==> src/rtl/gr_bank.sv <==
// Clocked general-register file: NREAD async read ports, one sync write port,
// per-register busy scoreboard with registered busy count and optional write bypass.
module gr_bank #(
    parameter int unsigned DATA_W   = 32,
    parameter int unsigned ADDR_W   = 5,
    parameter int unsigned NREAD    = 2,
    parameter int unsigned ZERO_REG = 1,
    parameter int unsigned BYPASS   = 1
) (
    input  logic                      clk,
    input  logic                      reset,
    input  logic [NREAD*ADDR_W-1:0]   rd_addr,
    output logic [NREAD*DATA_W-1:0]   rd_data,
    output logic [NREAD-1:0]          rd_busy,
    input  logic                      wr_en,
    input  logic [ADDR_W-1:0]         wr_addr,
    input  logic [DATA_W-1:0]         wr_data,
    input  logic                      rsv_en,
    input  logic [ADDR_W-1:0]         rsv_addr,
    output logic [ADDR_W:0]           busy_cnt,
    output logic                      any_busy
);

    localparam int unsigned DEPTH = 1 << ADDR_W;
    localparam int unsigned CNT_W = ADDR_W + 1;

    logic [DATA_W-1:0] regs [DEPTH];
    logic [DEPTH-1:0]  busy_q;
    logic [DEPTH-1:0]  busy_d;
    logic [CNT_W-1:0]  cnt_d;
    logic              wr_ok;
    logic              rsv_ok;
    logic              same_addr;
    logic              cnt_inc;
    logic              cnt_dec;

    // Writes and reserves aimed at a hardwired zero register are dropped here.
    assign wr_ok     = wr_en  && !((ZERO_REG != 0) && (wr_addr  == '0));
    assign rsv_ok    = rsv_en && !((ZERO_REG != 0) && (rsv_addr == '0));
    assign same_addr = (wr_addr == rsv_addr);

    // Count only real bit transitions; a same-address reserve keeps the bit set.
    assign cnt_inc = rsv_ok && !busy_q[rsv_addr];
    assign cnt_dec = wr_ok && busy_q[wr_addr] && !(rsv_ok && same_addr);
    assign cnt_d   = busy_cnt + CNT_W'(cnt_inc) - CNT_W'(cnt_dec);

    // Write clears first so a simultaneous reserve (new producer) wins.
    always_comb begin
        busy_d = busy_q;
        if (wr_ok) begin
            busy_d[wr_addr] = 1'b0;
        end
        if (rsv_ok) begin
            busy_d[rsv_addr] = 1'b1;
        end
    end

    always_ff @(posedge clk or negedge reset) begin
        if (!reset) begin
            busy_q   <= '0;
            busy_cnt <= '0;
            any_busy <= 1'b0;
        end else begin
            busy_q   <= busy_d;
            busy_cnt <= cnt_d;
            any_busy <= (cnt_d != '0);
        end
    end

    always_ff @(posedge clk or negedge reset) begin
        if (!reset) begin
            for (int unsigned i = 0; i < DEPTH; i++) begin
                regs[i] <= '0;
            end
        end else if (wr_ok) begin
            regs[wr_addr] <= wr_data;
        end
    end

    // Read ports: zero register overrides bypass, bypass overrides stored state.
    for (genvar g = 0; g < NREAD; g++) begin : g_rd
        logic [ADDR_W-1:0] a;
        logic              zero_hit;
        logic              byp_hit;

        assign a        = rd_addr[g*ADDR_W +: ADDR_W];
        assign zero_hit = (ZERO_REG != 0) && (a == '0);
        assign byp_hit  = (BYPASS != 0) && wr_ok && (wr_addr == a);

        assign rd_data[g*DATA_W +: DATA_W] = zero_hit ? '0
                                           : byp_hit  ? wr_data
                                           : regs[a];
        assign rd_busy[g] = zero_hit ? 1'b0
                          : byp_hit  ? (rsv_en && same_addr)
                          : busy_q[a];
    end

endmodule

==> config.mk <==
export PLATFORM = sky130hd
export DESIGN_NAME = gr_bank
export DESIGN_NICKNAME = d
export VERILOG_FILES = /design/src/rtl/gr_bank.sv
export SDC_FILE = /design/constraint.sdc
export NUM_CORES = 2
export LEC_CHECK = 0
export CAP_MARGIN = 20
export CORE_ASPECT_RATIO = 1.1
export CORE_MARGIN = 2
export CORE_UTILIZATION = 35
export CTS_CLUSTER_SIZE = 25
export DETAILED_ROUTE_END_ITERATION = 16
export GPL_TIMING_DRIVEN = 0
export SYNTH_ARGS = -nofsm -noshare
export SYNTH_HDL_FRONTEND = slang
export SYNTH_SLANG_ARGS = --single-unit
==> constraint.sdc <==
create_clock -name clk -period 3.7 [get_ports clk]
set_input_delay 0.74 -clock clk [delete_from_list [all_inputs] [get_ports clk]]
set_output_delay 0.74 -clock clk [all_outputs]
set_load 0.05 [all_outputs]
==> results.sh <==
export IMPL_failed_checks="negative setup slack"
export IMPL_yosysWarnings=0
export IMPL_grt_max_degree=172
export IMPL_p_sw_frac=0.326
export IMPL_hold_path_class="reg -> reg"
export IMPL_ys_seq_area_frac=0.456
export IMPL_syn_to_final_growth_pct=27.3
export IMPL_cpMaxStageDelayCell="mux4_2"
export IMPL_path_class="reg -> reg"
export IMPL_combPwrFrac=0.272
export IMPL_endpoint_kind="flop"
export IMPL_fin_tns_setup_ns=-1.98
export IMPL_cp_max_fo=2
export IMPL_die_x_microns=393
export IMPL_synth_enable_flop_cells=0
export IMPL_cts_sink_count=1063
export IMPL_numCtsBuffers=119
export IMPL_fmax_mhz=251
export IMPL_pin_count=129
export IMPL_hpwl_microns=211000
export IMPL_drv_slew=0
export IMPL_route_vias_total=49100
export IMPL_place_area_sq_um=64000
export IMPL_dieArea_sq_um=170000
export IMPL_antenna_found_initial=30
export IMPL_grt_pass1_vias=46500
export IMPL_grt_overflow=0
export IMPL_crit_chain="mux4_2 > mux4_2 > mux2i_1 > nand3b_1 > ha_1 > inv_1 > ha_2 > fa_2 > xor2_1 > or4_1 > or3_1"
export IMPL_drv_cap=0
export IMPL_required_ns=4.39
export IMPL_clkTransAtPathRegs_ns=0.06
export IMPL_p_int_mw=26.1
export IMPL_synth_top_area_frac=0.456
export IMPL_fp_dieH_microns=432
export IMPL_max_slew_worst_pin_slew_ns=1.40
export IMPL_finalNetCount=4864
export IMPL_htree_num_levels=3
export IMPL_drt_wl_total_microns=318000
export IMPL_finalInstanceArea_sq_um=74200
export IMPL_hold_ws_ns=0.482
export IMPL_powerDensity_nw_per_um2=522
export IMPL_finalWorstPathRequiredPeriod_ns=3.98
export IMPL_synth_top_cell_by_area="dfrtp_1"
export IMPL_place_ws_ns=-3.06
export IMPL_ys_ff_latch=1063
export IMPL_cp_common_cell="mux4_2"
export IMPL_place_gp_congestion=1.04
export IMPL_ir_drop_mv=0.480
export IMPL_coreArea_sq_um=166000
export IMPL_drive_above_1_share=0.508
export IMPL_p_seq_frac=0.405
export IMPL_hold_viol=0
export IMPL_synth_flop_cell="dfrtp_1"
export IMPL_yosysUniqueCellTypes=63
export IMPL_critPathArrivalTime_ns=4.67
export IMPL_antenna_left=0
export IMPL_drt_iter0_markers=8021
export IMPL_track_usage=0.369
export IMPL_fin_worst_skew_ns=0.0706
export IMPL_crit_buf_inv=1
export IMPL_remaining_drc_errors=0
export IMPL_rsz0062_at_grt="yes"
export IMPL_io_buffer_count=117
export IMPL_synth_nets=4326
export IMPL_worst_slack_ns=-0.283
export IMPL_cts_root_buf="clkbuf_16"
export IMPL_clk_latency_ns=0.81
export IMPL_fp_row_count=157
export IMPL_clkPwrFrac=0.323
export IMPL_p_switching_mw=12.7
export IMPL_cp_top_family="simple AND/OR/NAND/NOR gates"
export IMPL_outcome="complete, but fails checks"
export IMPL_cts_tree="yes"
export IMPL_setup_viol=43
export IMPL_avgSynthCellArea_sq_um=13.7
export IMPL_viasPerCell=6.87
export IMPL_clk_path_buf_depth=3
export IMPL_synthesis_instances=4263
export IMPL_start_util=0.351
export IMPL_max_stage_delay_ns=0.51
export IMPL_fin_util=0.447
export IMPL_wl_per_cell_microns=44.6
export IMPL_synth_async_reset_ratio=1.00
export IMPL_fin_crit_sh=1.08
export IMPL_netlist_top_cells_area="dfrtp_1 46%, mux2_2 20%, mux4_2 15%"
export IMPL_grt_pass1_wl_microns=417000
export IMPL_nFillCells=14900
export IMPL_p_leak_nw=32.0
export IMPL_first_pass_iters=12
export IMPL_syn_area_sq_um=58300
export IMPL_cp_start_kind="flop"
export IMPL_slew_headroom=0.0585
[synthesized netlist by cell type (10+ instances only)]
cell type / n
dfrtp_1: 1063
mux2_2: 1021
mux4_2: 398
mux2i_1: 334
clkbuf_1: 241
buf_2: 133
nor2_1: 114
nand2_1: 108
a21oi_1: 97
nor3_1: 92
a22oi_1: 88
o21ai_0: 84
o22ai_1: 48
buf_4: 46
buf_1: 40
a221oi_1: 37
nand3_1: 29
nor2b_1: 27
a221o_1: 25
inv_1: 22
a211oi_1: 20
o211ai_1: 20
nand2b_1: 19
a22o_1: 13
a31oi_1: 13
xnor2_1: 13
or2_2: 10
[final timing paths]
check / slack, ns / start / end / cells past startpoint
setup reg to reg: -0.28 / busy_q[4] / any_busy / 11
hold reg to reg: 0.48 / regs[1012] / regs[1012] / 1
max in group asynchronous: 0.50 / reset / regs[58] / 6
hold / removal: 0.48 / regs[1012] / regs[1012] / 1
setup / recovery: -0.28 / busy_q[4] / any_busy / 11
min in group asynchronous: 0.56 / reset / regs[5] / 2
[power by group through the flow]
stage                     clock, mW  sequential [mW]  combinational [mW]
after floorplan                   0             15.3                6.06
after global placement            0             15.7                8.89
after detailed placement          0             15.8                9.19
after CTS                      12.4             15.6                9.89
after global routing           12.9             15.9                10.8
final                          12.5             15.7                10.5
[layer usage]
metal | track usage | up-vias | wire (microns)
met5 | 0.0162 | - | 761
met4 | 0.321 | 38 | 35300
met3 | 0.193 | 1678 | 50200
met2 | 0.494 | 4716 | 126000
met1 | 0.424 | 25300 | 106000
li1 | - | 17400 | -
[metrics by stage]
stage / instances / power, mW
2_1_floorplan: 4263 / 21.3
3_3_place_gp: 6606 / 24.6
5_1_grt: 7125 / 39.6
6_report: 7145 / 38.8
3_5_place_dp: 6687 / 25.0
4_1_cts: 7007 / 37.9
[worst register-to-register path, stage by stage (launching register included)]
cell and delay [ns]:
dfrtp_1 0.43, mux4_2 0.51, mux4_2 0.47, mux2i_1 0.14, nand3b_1 0.34, ha_1 0.45
inv_1 0.04, ha_2 0.17, fa_2 0.36, xor2_1 0.16, or4_1 0.48, or3_1 0.31
[repair_timing]
| action | CTS | global route |
|---|---|---|
| endpoints found under the setup margin | 72 | 273 |
| pin swaps | 60 | 45 |
| hold buffers | 1 | 0 |
| cloned | 7 | 6 |
| setup buffers | 98 | 112 |
| resized for setup | 1266 | 148 |
| hold endpoints to repair | 120 | 0 |
[cell usage in the layout, fill, tap and decap left out, drive strengths merged, types with 6 or more instances in the layout]
cell / Yosys / routed
xnor2: 13 / 13
clkdlybuf4s50: 0 / 39
nor2b: 27 / 27
a22oi: 88 / 88
a31oi: 13 / 13
and3: 8 / 8
nand2: 108 / 108
o21ai: 85 / 85
bufinv: 0 / 6
nor2: 114 / 114
o211ai: 20 / 20
mux4: 398 / 398
nor4: 8 / 8
a21oi: 97 / 97
a221oi: 37 / 37
a221o: 25 / 25
nand2b: 19 / 19
mux2: 1025 / 1025
inv: 23 / 25
or2: 10 / 10
buf: 224 / 606
mux2i: 334 / 334
o22ai: 48 / 48
nor3: 98 / 98
clkinv: 0 / 13
xor2: 7 / 7
diode: 0 / 22
nand3: 29 / 29
a22o: 13 / 13
ha: 6 / 6
clkbuf: 241 / 421
a211oi: 20 / 20
nor3b: 9 / 9
dfrtp: 1063 / 1063
[cell type report]
cell class | count | area, sq um | share of cell area
antenna | 22 | 55.1 | 0.000741
tap | 2226 | 2790 | 0.0375
multi-input combinational | 2712 | 30900 | 0.417
timing repair buffer | 421 | 4980 | 0.0671
buffer | 461 | 4780 | 0.0643
clock buffer | 191 | 3600 | 0.0485
clock inverter | 26 | 425 | 0.00573
sequential | 1063 | 26600 | 0.358
inverter | 23 | 103 | 0.00138
[kinds of logic after synthesis]
kind of cell    synth area share
buf+inv                   0.0379
xor+xnor                 0.00300
flops                      0.456
mux                        0.409
simple gates              0.0373
fa+ha+maj                0.00163
compound gates            0.0554
[flip-flops by register name, summed over array words and instances, names as in the netlist]
name      count
busy_cnt      6
regs       1024
busy_q       32
any_busy      1
No activity file was read; power rests on OpenSTA's default activity.
